`src/rtl/pc_sequencer.sv`:
```
// pc_sequencer: program counter sequencing, redirect/flush generation and halt-drain FSM.
// Define PC_SEQ_STATS_EN to build the 16-bit taken-redirect counter.
module pc_sequencer #(
    parameter int N_BITS_DW  = 32,
    parameter int N_BITS_W   = 16,
    parameter int N_BITS_JMP = 26,
    parameter logic [N_BITS_DW-1:0] RESET_PC = '0,
    parameter int N_DRAIN    = 4
) (
    input  logic                  i_clk,
    input  logic                  i_reset,
    input  logic                  i_enable,
    input  logic                  i_stall,
    input  logic                  i_halt,
    input  logic                  i_branch,
    input  logic                  i_branch_taken,
    input  logic [N_BITS_W-1:0]   i_imm,
    input  logic                  i_jump,
    input  logic [N_BITS_JMP-1:0] i_jump_index,
    input  logic                  i_jump_reg,
    input  logic [N_BITS_DW-1:0]  i_reg_target,
    output logic [N_BITS_DW-1:0]  o_pc,
    output logic [N_BITS_DW-1:0]  o_pc_plus4,
    output logic                  o_flush_if,
    output logic                  o_redirect,
    output logic                  o_halted,
    output logic [15:0]           o_taken_count
);
    typedef enum logic [1:0] {IDLE, RUN, DRAIN, HALTED} state_t;
    localparam int CW = $clog2(N_DRAIN) + 1;

    state_t               state, state_nx;
    logic [CW-1:0]        drain_cnt;
    logic [N_BITS_DW-1:0] r_pc_id, pc_nx, br_target, jmp_target;
    logic                 run, advance, taken_br;

    assign o_pc_plus4 = o_pc + N_BITS_DW'(4);
    assign br_target  = r_pc_id + ({{(N_BITS_DW-N_BITS_W){i_imm[N_BITS_W-1]}}, i_imm} << 2);
    assign jmp_target = {r_pc_id[N_BITS_DW-1 -: N_BITS_DW-N_BITS_JMP-2], i_jump_index, 2'b00};

    always_comb begin
        run        = i_enable && state == RUN;
        advance    = run && !i_stall;
        taken_br   = i_branch && i_branch_taken;
        o_redirect = advance && !i_halt && (i_jump_reg || i_jump || taken_br);
        o_flush_if = o_redirect || (i_enable && state == DRAIN);
        o_halted   = state == HALTED;
        pc_nx      = i_jump_reg ? i_reg_target : i_jump ? jmp_target : taken_br ? br_target : o_pc_plus4;
        state_nx   = state;
        if (i_enable)
            case (state)
                IDLE:    state_nx = RUN;
                RUN:     state_nx = (!i_stall && i_halt) ? DRAIN : RUN;
                DRAIN:   state_nx = (drain_cnt == CW'(N_DRAIN - 1)) ? HALTED : DRAIN;
                default: state_nx = state;
            endcase
    end

    always_ff @(posedge i_clk or negedge i_reset)
        if (!i_reset) state <= IDLE;
        else          state <= state_nx;

    // r_pc_id is cleared on a redirect so it matches the bubble left in IF/ID
    always_ff @(posedge i_clk or negedge i_reset) begin
        if (!i_reset) begin
            o_pc      <= RESET_PC;
            r_pc_id   <= '0;
            drain_cnt <= '0;
        end else begin
            if (advance && !i_halt) o_pc <= pc_nx;
            if (advance) r_pc_id <= o_redirect ? '0 : o_pc_plus4;
            if (i_enable && state == DRAIN) drain_cnt <= drain_cnt + CW'(1);
        end
    end

`ifdef PC_SEQ_STATS_EN
    always_ff @(posedge i_clk or negedge i_reset)
        if (!i_reset)        o_taken_count <= '0;
        else if (o_redirect) o_taken_count <= o_taken_count + 16'd1;
`else
    assign o_taken_count = '0;
`endif
endmodule

```
`config.mk`:
```
export PLATFORM = sky130hd
export DESIGN_NAME = pc_sequencer
export DESIGN_NICKNAME = d
export VERILOG_FILES = /design/src/rtl/pc_sequencer.sv
export SDC_FILE = /design/constraint.sdc
export NUM_CORES = 1
export LEC_CHECK = 0
export BUFFER_PORTS_ARGS = -buffer_cell sky130_fd_sc_hd__clkbuf_2
export CAP_MARGIN = 20
export CORE_MARGIN = 2
export CORE_UTILIZATION = 40
export DETAILED_ROUTE_END_ITERATION = 12
export PLACE_DENSITY = 0.67
export SYNTH_ARGS = -nofsm -noshare
export SYNTH_HDL_FRONTEND = slang
export SYNTH_SLANG_ARGS = --single-unit
```
`constraint.sdc`:
```
create_clock -name i_clk -period 2.7 [get_ports i_clk]
set_input_delay 0.27 -clock i_clk [delete_from_list [all_inputs] [get_ports i_clk]]
set_output_delay 0.27 -clock i_clk [all_outputs]
set_load 0.02 [all_outputs]
```
==> key figures, run 1 <==
STA
  – Crit path time final: 2.84 ns
  – Slew headroom: 48.4%
  – Fin crit share: 105%
  – # setup viols final: 3
  – RSZ-0062 raised after global routing: true
  – Max Slew Vio Count: 0
  – Final Hold Fails: 0
  – Peak Freq: 353 MHz
  – Setup TNS: -0.157 ns
  – Final worst slack: -0.135 ns
  – Least-Margin Pin Slew: 0.772 ns
  – Fin Clk Skew: 0.00752 ns

Layout
  – Finished Cell Area: 0.00729 mm^2
  – Filler Cell Count: 1387
  – Layout cells sized above 1: 27.8%
  – Nets: 1005
  – N_diodes: 0
  – Synthesis-to-finish area growth: 27.7%

Synth
  – #FFs+latches synth: 69
  – Distinct cells, synth: 62
  – Cell Area, Synth: 0.00571 mm^2
  – Largest cells by area after synthesis: dfrtp_1 30%, ha_1 7.7%, nand2_1 6.0%, xnor2_1 4.6%, a21oi_1 4.4%
  – EDFF count, synth: 0
  – Ys Warns: 0
  – Cell count after synthesis: 708
  – Register area share after synthesis: 30.2%
  – FFs w/ async S/R, synth: 100%
  – Synth top area share: 30.2%
  – Leading area contributor after synthesis: dfrtp_1
  – Syn Area/Cell: 8.06 um^2
  – Primary FF master, synth: dfrtp_1

Global routing
  – GRT Util Overall: 28.1%
  – First-pass GRT wire length: 32300 um
  – Vias in the first global route: 5756
  – Pin count of the biggest net entering global routing: 44
  – Total gr overflow: 0
  – Initial antenna violation count: 0

Drt
  – DR WL/cell: 19.7 um
  – ANT nets after route: 0
  – DRT iter0 DRCs: 496
  – Routed vias: 6213
  – Routed WL: 21100 um
  – Vias per cell: 5.80
  – DRC viols: 0
  – DR pass1 iterations: 5

Critical path
  – RR Startpoint: r_pc_id[2]
  – Setup crit start kind: flip-flop
  – CP endpoint kind: flip-flop
  – Worst Path Arrival: 3.07 ns
  – Worst EP required: 2.93 ns
  – CP Max Fanout: 4
  – Kind of critical path: flip-flop to flip-flop
  – Critical Path Source: r_pc_id[2]

Power
  – Comb pwr share: 60.9%
  – Lkg Pwr: 0.00359 uW
  – Psw: 4040 uW
  – Power per Cell Area: 1130 mW/mm^2
  – Clk pwr share: 13.9%
  – Seq pwr share: 25.2%
  – Peak supply drop: 0.000600 V
  – Switching share of total power: 49.1%
  – Int Pwr: 4190 uW

CTS
  – Clock Sinks: 69
  – Total CTS buffers: 9
  – CTS tree: yes
  – Clock tree buffer depth: 2
  – Root buffer cell: clkbuf_16
  – Worst-path clk slew: 0.06 ns
  – Clk Latency, worst-skew pair: 0.35 ns
  – H-Tree Depth: 3

Run
  – Max Cap Viol: 0

Placement
  – Port Buf Inserts: 149
  – GPL Wtd Cong: 1.04
  – Final HPWL DP: 16500 um
  – Worst slack, placed: -0.185 ns
  – Post-placement cell area: 0.00686 mm^2

Run status
  – Status: complete, but fails checks
  – Failing checks: negative setup slack

Floorplan
  – Total I/O pin count: 166
  – Die Y: 123 um
  – Initial core utilization: 41.0%
  – Core Region: 0.0139 mm^2
  – Die ar.: 0.0152 mm^2
  – Rows: 43
  – Chip Width: 123 um

Worst hold path
  – Worst hold start: i_reg_target[7]
  – Worst min path class: input port to flip-flop
## worst max-delay path, cell delays in order (launching register included)
cell      delay (ns)
dfrtp_1         0.38
ha_2            0.20
fa_2            0.35
a21o_1          0.21
a221o_1         0.38
a41o_1          0.20
a21o_1          0.18
and4_4          0.19
nor4_4          0.23
o211ai_1        0.13
a32o_1          0.27
## layer usage
layer	global-route usage, %	share of wire [%]
met4	9.02	2.8
met3	7.29	8.1
met2	43.1	45
met5	0	0
met1	38.6	44
## path summary, 6_finish.rpt
path / slack [ns] / cells after the start / endpoint
worst min-delay path: 0.21 / 3 / o_pc[7]
max in group asynchronous: 1.48 / 3 / o_pc[4]
worst min register to register: 0.48 / 2 / r_pc_id[1]
worst max register to register: -0.14 / 10 / o_pc[30]
min in group asynchronous: 0.51 / 2 / r_pc_id[19]
worst max-delay path: -0.14 / 10 / o_pc[30]
## Yosys cell counts (15+ instances only)
master / count
clkbuf_1: 33
nand2_1: 91
xor2_1: 24
dfrtp_1: 69
buf_4: 18
o21ai_1: 18
o21ai_0: 40
nand4_1: 15
nand3_1: 29
xnor2_1: 30
a22o_1: 19
inv_1: 24
a21oi_1: 50
nor2_1: 53
ha_1: 35
## state kept, by name, indices dropped and copies added (netlist names)
name,cells
r_pc_id,32
drain_cnt,3
o_pc,32
state,2
## through the flow
| stage | util (%) | cells | total power [uW] | hold WS, ns |
|---|---|---|---|---|
| floorplan | - | 723 | 5200 | -0.0256 |
| finish | 52.3 | 1071 | 8220 | 0.208 |
| global placement | 49.2 | 1049 | 6820 | 0.344 |
| CTS | 51.5 | 1067 | 8050 | 0.201 |
| global route | 52.3 | 1071 | 8790 | 0.217 |
| detailed placement | 49.2 | 1049 | 6860 | 0.348 |
## kinds of logic (layout without fill, tap and decap cells)
group	after synthesis	count (layout)	synth area share, %
buf+inv	78	246	6.33
compound gates	230	230	26.7
fa+ha+maj	36	36	8.02
other cells	1	16	0.0657
flops	69	69	30.2
mux	1	1	0.197
xor+xnor	55	55	8.57
simple gates	238	238	19.9
## layout by cell type, fill, tap and decap left out, drive strengths merged, types with 4 or more instances in the layout
cell    instances
conb           16
clkbuf        158
a21o           13
inv            26
a221oi         11
buf            57
o21a            8
and3           13
nand3          29
o21ai          58
nor2           53
xor2           24
ha             35
o22ai          11
a31oi           6
nand4          15
xnor2          31
dfrtp          69
a22o           19
o31ai           6
a21oi          51
nor3           11
and2            5
a221o           6
nand2          91
nor2b           4
o211ai          7
o21bai          4
o221ai          5
## timing repair
action                                  CTS  global route
gates resized for setup                   3            20
endpoints found under the hold margin    26             0
hold buffers                              1             0
cloned                                    0             0
pin swaps                                 6            11
endpoints found under the setup margin    8            21
setup buffers                             1             5
## cell type report
class | count | area [um^2] | share of cell area (%)
multi-input cells | 576 | 3780 | 51.8
flip-flops and latches | 69 | 1730 | 23.7
repair buffers | 204 | 1180 | 16.2
clock buffers | 12 | 256 | 3.52
well taps | 180 | 225 | 3.09
inverters | 26 | 97.6 | 1.34
clock inverters | 4 | 22.5 | 0.309
## power groups by stage
stage          clock, uW  combinational [uW]  sequential, uW
4_1_cts             1150                4860            2040
3_3_place_gp           0                4780            2040
3_5_place_dp           0                4820            2050
6_report            1140                5010            2070
2_1_floorplan          0                2990            2220
5_1_grt             1200                5450            2140
Power figures use the tool's default switching activity.
==> run 2: changes to the inputs <==
CORE_UTILIZATION = 45   (was 40)
PLACE_DENSITY = 0.74   (was 0.67)
==> run 2 against run 1 <==
The flow still finishes with violations (negative setup slack); sequential share of layout area down 0.16 points; worst setup slack better by 0.011 ns; cell count down 1.2%; global-route usage up 2.7 points; critical endpoint unchanged; utilization up 6.3 points; clock power up 9%; count of clock-buffer cells in the layout down 1; sequential cell count unchanged.
==> key figures, run 2 (synthesis results as in run 1) <==
Layout
  – Layout cells sized above 1: 28.4%
  – Finished Cell Area: 0.00734 mm^2
  – Commonest non-fill, non-tap cell in the layout: clkbuf_2
  – Synthesis-to-finish area growth: 28.5%
  – N_diodes: 0
  – Most frequent cells in the layout: 148 x clkbuf_2, 91 x nand2_1, 68 x dfrtp_1
  – Final Util: 58.6%
  – Nets: 1000
  – Filler Cell Count: 1172
  – Regs by FF count: o_pc: 32 flops, r_pc_id: 32 flops, drain_cnt: 3 flops

Floorplan
  – Die ar.: 0.0136 mm^2
  – Die Y: 117 um
  – Core Region: 0.0125 mm^2
  – Rows: 41
  – Initial core utilization: 45.6%
  – Chip Width: 117 um
  – Total I/O pin count: 166

Global routing
  – Pin count of the biggest net entering global routing: 38
  – Total gr overflow: 0
  – Vias in the first global route: 5936
  – GRT Util Overall: 30.8%
  – Initial antenna violation count: 0
  – First-pass GRT wire length: 31700 um

Critical path
  – CP endpoint kind: flip-flop
  – Kind of critical path: flip-flop to flip-flop
  – Worst Path Arrival: 3.06 ns
  – Critical-path top delay cell: dfrtp_1
  – Slowest stage delay, CP: 0.39 ns
  – Critical path's most frequent cell: a21o_1
  – Setup crit start kind: flip-flop
  – Worst EP required: 2.93 ns
  – CP Max Fanout: 3
  – Crit-path cells: ha_2, fa_2, a21o_1, a221o_1, a41o_1, a21o_1, and4_4, nor4_4, o211ai_1, a32o_1

CTS
  – H-Tree Depth: 3
  – Total CTS buffers: 9
  – Worst-path clk slew: 0.06 ns
  – CTS tree: yes
  – Clock tree buffer depth: 2
  – Clock Sinks: 69
  – Root buffer cell: clkbuf_16
  – Clk Latency, worst-skew pair: 0.34 ns

STA
  – Crit path time final: 2.82 ns
  – Max Slew Vio Count: 0
  – Final worst slack: -0.124 ns
  – Fin crit share: 105%
  – Least-Margin Pin Slew: 1.00 ns
  – # setup viols final: 6
  – RSZ-0062 raised after global routing: true
  – Peak Freq: 354 MHz
  – Slew headroom: 32.9%
  – Final Hold Fails: 0
  – Fin Clk Skew: 0.00787 ns

Power
  – Clk pwr share: 14.8%
  – Lkg Pwr: 0.00361 uW
  – Psw: 4120 uW
  – Switching share of total power: 48.8%
  – Int Pwr: 4320 uW
  – Comb pwr share: 60.9%
  – Total Power: 8430 uW
  – Seq pwr share: 24.4%
  – Power per Cell Area: 1150 mW/mm^2
  – Peak supply drop: 0.000458 V

Drt
  – ANT nets after route: 0
  – DRT iter0 DRCs: 583
  – Routed WL: 20800 um
  – Vias per cell: 5.96
  – DRC viols: 0
  – Routed vias: 6307
  – DR pass1 iterations: 5
  – DR WL/cell: 19.7 um

Run status
  – Failing checks: negative setup slack
  – Status: complete, but fails checks

Placement
  – Worst slack, placed: -0.147 ns
  – Port Buf Inserts: 149
  – GPL Wtd Cong: 0.978
  – Post-placement cell area: 0.00679 mm^2
  – Final HPWL DP: 16200 um

Run
  – Max Cap Viol: 0

Worst hold path
  – Worst min path class: input port to async pin
## run 2: cell count changes in the layout (fill, tap and decap cells not counted), sizes merged
| cell | before | now |
|---|---|---|
| bufinv | 0 | 1 |
| buf | 57 | 51 |
| clkinv | 3 | 2 |
| dlygate4sd3 | 1 | 0 |
| clkinvlp | 1 | 2 |
| clkbuf | 158 | 159 |
## run 2: final cells by class
| type | instances | area [um^2] | share of cell area (%) |
|---|---|---|---|
| clock inverter | 5 | 58.8 | 0.802 |
| timing repair buffer | 199 | 1130 | 15.5 |
| inverter | 26 | 97.6 | 1.33 |
| multi-input combinational | 576 | 3850 | 52.5 |
| clock buffer | 11 | 253 | 3.44 |
| tap | 172 | 215 | 2.93 |
| sequential | 69 | 1730 | 23.6 |
## run 2: routing by layer
layer | GRT usage, % | share of wire, % | up-vias | wire, um
met5 | 0 | 0 | - | 0
met1 | 43.5 | 42 | 2967 | 8740
met3 | 3.94 | 9.7 | 67 | 2030
met4 | 15.8 | 4.4 | 0 | 908
met2 | 46.5 | 44 | 375 | 9170
li1 | - | - | 2898 | -
## run 2: power groups by stage
stage / clock network (uW) / registers [uW] / logic, uW
detailed placement: 0 / 2020 / 4820
global route: 1300 / 2110 / 5550
floorplan: 0 / 2220 / 2990
finish: 1240 / 2050 / 5130
global placement: 0 / 2010 / 4780
CTS: 1250 / 2020 / 4940
## run 2: repair_timing
action / CTS / global route
setup endpoints to repair: 14 / 22
endpoints found under the hold margin: 0 / 0
gates resized for setup: 11 / 19
hold buffers: 0 / 0
pin swaps: 16 / 19
buffers inserted: 2 / 8
## run 2: path summary, 6_finish.rpt
kind	start	end	slack [ns]	depth (start not counted)
max in group asynchronous	i_reset	o_pc[2]	2.00	2
hold / removal	i_reset	r_pc_id[6]	0.02	1
setup reg to reg	r_pc_id[2]	o_pc[30]	-0.12	10
min in group i_clk	i_reg_target[11]	o_pc[11]	0.21	3
setup / recovery	r_pc_id[2]	o_pc[30]	-0.12	10
hold reg to reg	drain_cnt[2]	drain_cnt[2]	0.49	2
## run 2: critical path, delay by kind of cell, from the launching register on
kind | cells | cell delay, ns
AND/OR/NAND/NOR | 2 | 0.45
flip-flops | 1 | 0.39
adder cells (fa/ha/maj) | 2 | 0.54
AO/OA/AOI/OAI | 6 | 1.34
## run 2: through the flow
| step | std cells | setup TNS (ns) | hold WS [ns] |
|---|---|---|---|
| 6_report | 1058 | -0.492 | 0.0165 |
| 5_1_grt | 1058 | -1.28 | 0.0700 |
| 4_1_cts | 1051 | -0.331 | 0.0388 |
| 3_5_place_dp | 1033 | -0.538 | 0.401 |
| 3_3_place_gp | 1033 | -0.166 | 0.395 |
| 2_1_floorplan | 723 | -0.0509 | -0.0256 |
==> run 3: changes to the inputs <==
--- a/config.mk
+++ b/config.mk
@@ -7,2 +7,3 @@
 export LEC_CHECK = 0
+export ABC_AREA = 1
 export BUFFER_PORTS_ARGS = -buffer_cell sky130_fd_sc_hd__clkbuf_2
@@ -12,3 +13,3 @@
 export DETAILED_ROUTE_END_ITERATION = 12
-export PLACE_DENSITY = 0.74
+export PLACE_DENSITY = 0.72
 export SYNTH_ARGS = -nofsm -noshare
==> constraint.sdc (replaced) <==
create_clock -name i_clk -period 2.7 [get_ports i_clk]
set_input_delay 0.675 -clock i_clk [delete_from_list [all_inputs] [get_ports i_clk]]
set_output_delay 0.675 -clock i_clk [all_outputs]
set_load 0.02 [all_outputs]
==> run 3 against run 2 <==
The run still ends with negative setup slack left; sequential cell count stayed put; non-clock buffer count grew 12; utilization shrank 0.30 points; critical path type is now flip-flop to primary output; critical endpoint is now o_pc_plus4[30]; highest routed layer unchanged.
==> key figures, run 3 <==
Placement
  – GPL Wtd Cong: 0.987
  – Final HPWL DP: 18300 um
  – Port Buf Inserts: 149
  – Worst slack, placed: -0.0720 ns
  – Post-placement cell area: 0.00759 mm^2

Critical path
  – Setup crit start kind: flip-flop
  – Critical Path Source: o_pc[6]
  – CP Max Fanout: 5
  – Reg2Reg Depth: 11
  – Worst Path Arrival: 2.05 ns
  – R2R Setup Slk: 0.34 ns
  – Crit path to: o_pc_plus4[30]
  – Capturing point of the worst reg2reg path: o_pc[10]
  – CP endpoint kind: primary output
  – Kind of critical path: flip-flop to primary output
  – RR Startpoint: r_pc_id[2]
  – Worst EP required: 2.03 ns

Floorplan
  – Total I/O pin count: 166
  – Core Region: 0.0144 mm^2
  – Die Y: 125 um
  – Rows: 44
  – Die ar.: 0.0156 mm^2
  – Initial core utilization: 45.7%
  – Chip Width: 125 um

Power
  – Power per Cell Area: 1120 mW/mm^2
  – Lkg Pwr: 0.00462 uW
  – Int Pwr: 4640 uW
  – Comb pwr share: 62.1%
  – Clk pwr share: 15.1%
  – Seq pwr share: 22.9%
  – Psw: 4790 uW
  – Peak supply drop: 0.000563 V
  – Switching share of total power: 50.8%

STA
  – Setup TNS: -0.0493 ns
  – Fin Clk Skew: 0.00859 ns
  – RSZ-0062 raised after global routing: true
  – # setup viols final: 2
  – Least-Margin Pin Slew: 0.557 ns
  – Max Slew Vio Count: 0
  – Final worst slack: -0.0265 ns
  – Crit path time final: 2.73 ns
  – Fin crit share: 101%
  – Final Hold Fails: 0
  – WHS: 0.317 ns
  – Peak Freq: 367 MHz
  – Slew headroom: 62.8%

Worst hold path
  – Worst min path class: input port to async pin

Drt
  – Vias per cell: 5.39
  – Routed WL: 23300 um
  – DR pass1 iterations: 6
  – DR WL/cell: 16.6 um
  – Routed vias: 7573
  – DRT iter0 DRCs: 674
  – DRC viols: 0
  – ANT nets after route: 0

Synth
  – #FFs+latches synth: 69
  – Synth cell count leaders: 326 x nand2_1, 117 x inv_1, 108 x nor2_1
  – Syn Area/Cell: 6.46 um^2
  – EDFF count, synth: 0
  – Register area share after synthesis: 26.2%
  – Ys Warns: 0
  – Largest cells by area after synthesis: dfrtp_1 26%, nand2_1 19%, inv_1 6.7%, ha_1 6.6%, nor2_1 6.1%
  – Cell count after synthesis: 1022
  – Synth top area share: 26.2%
  – Cell Area, Synth: 0.00660 mm^2
  – Distinct cells, synth: 54
  – FFs w/ async S/R, synth: 100%
  – Leading area contributor after synthesis: dfrtp_1
  – Most frequent cell after synthesis: nand2_1
  – Primary FF master, synth: dfrtp_1

CTS
  – Worst-path clk slew: 0.06 ns
  – Root buffer cell: clkbuf_16
  – Clock tree buffer depth: 2
  – CTS tree: yes
  – Clk Latency, worst-skew pair: 0.34 ns
  – H-Tree Depth: 3
  – Clock Sinks: 69
  – Total CTS buffers: 9

Layout
  – Synthesis-to-finish area growth: 27.5%
  – Most frequent cells in the layout: 319 x nand2_1, 140 x clkbuf_2, 114 x inv_1
  – Filler Cell Count: 1438
  – N_diodes: 0
  – Commonest non-fill, non-tap cell in the layout: nand2_1
  – Regs by FF count: o_pc: 32 flops, r_pc_id: 32 flops, drain_cnt: 3 flops
  – Nets: 1334
  – Layout cells sized above 1: 24.5%
  – Finished Cell Area: 0.00841 mm^2

Global routing
  – Pin count of the biggest net entering global routing: 50
  – Vias in the first global route: 7005
  – Total gr overflow: 0
  – GRT Util Overall: 29.3%
  – First-pass GRT wire length: 36500 um
  – Initial antenna violation count: 0

Run
  – Max Cap Viol: 0

Run status
  – Failing checks: negative setup slack
  – Status: complete, but fails checks
==> run 3: layout make-up <==
| cell class | count | area, um^2 | share of cell area [%] |
|---|---|---|---|
| multi-input combinational | 802 | 4330 | 51.5 |
| timing repair buffer | 211 | 1290 | 15.4 |
| clock inverter | 6 | 116 | 1.38 |
| clock buffer | 10 | 239 | 2.84 |
| inverter | 122 | 458 | 5.44 |
| tap | 184 | 230 | 2.74 |
| sequential | 69 | 1740 | 20.7 |
==> run 3: routing by layer <==
layer | routed length, um | share of wire (%) | track usage [%] | vias up
met5 | 0 | 0 | 0 | -
met4 | 826 | 3.5 | 10.8 | 0
met3 | 1690 | 7.2 | 3.47 | 79
met2 | 10400 | 45 | 46.1 | 374
met1 | 10400 | 44 | 41.7 | 3449
li1 | - | - | - | 3671
==> run 3: logic make-up after synthesis <==
kind of cell | after synthesis | synth area share (%)
other | 1 | 0.0568
flip-flops | 69 | 26.2
adder cells (fa/ha/maj) | 36 | 6.94
buffers and inverters | 166 | 11.3
AO/OA/AOI/OAI | 154 | 14.3
multiplexers | 1 | 0.171
XOR/XNOR | 28 | 4.06
AND/OR/NAND/NOR | 567 | 37.0
==> run 3: power groups by stage <==
| stage | Sequential [uW] | Combinational (uW) | Clock, uW |
|---|---|---|---|
| detailed placement | 2130 | 5310 | 0 |
| floorplan | 2230 | 3370 | 0 |
| global placement | 2130 | 5270 | 0 |
| CTS | 2120 | 5540 | 1420 |
| global route | 2220 | 6420 | 1480 |
| finish | 2160 | 5850 | 1420 |
==> run 3: worst min-delay path by stage <==
stage	start	end	slack, ns	cells past startpoint
finish	i_reset	state[1]	0.32	1
detailed placement	drain_cnt[2]	drain_cnt[2]	0.48	2
global placement	drain_cnt[0]	drain_cnt[0]	0.47	1
global route	i_reset	state[0]	0.34	1
floorplan	i_reset	drain_cnt[0]	0.38	0
CTS	i_reset	state[1]	0.32	1
==> run 3: stage by stage <==
stage          util [%]  std cells  power [uW]
2_1_floorplan         -       1037        5600
3_3_place_gp       52.7       1356        7400
3_5_place_dp       52.7       1356        7440
4_1_cts            56.4       1386        9080
5_1_grt            58.3       1404       10100
6_report           58.3       1404        9430
==> run 3: repair_timing <==
item	4_1_cts	5_1_grt
gates resized for setup	19	47
endpoints found under the setup margin	17	17
buffers inserted	14	17
pin swaps	10	19
hold buffers	0	0
==> run 3: worst max-delay path, cell delays in order, from the launching register on <==
cell      delay (ns)
dfrtp_1         0.42
nand2_1         0.12
nor3_2          0.27
nand2_1         0.13
nor2_2          0.18
nand2_1         0.12
xnor2_2         0.25
clkbuf_2        0.22
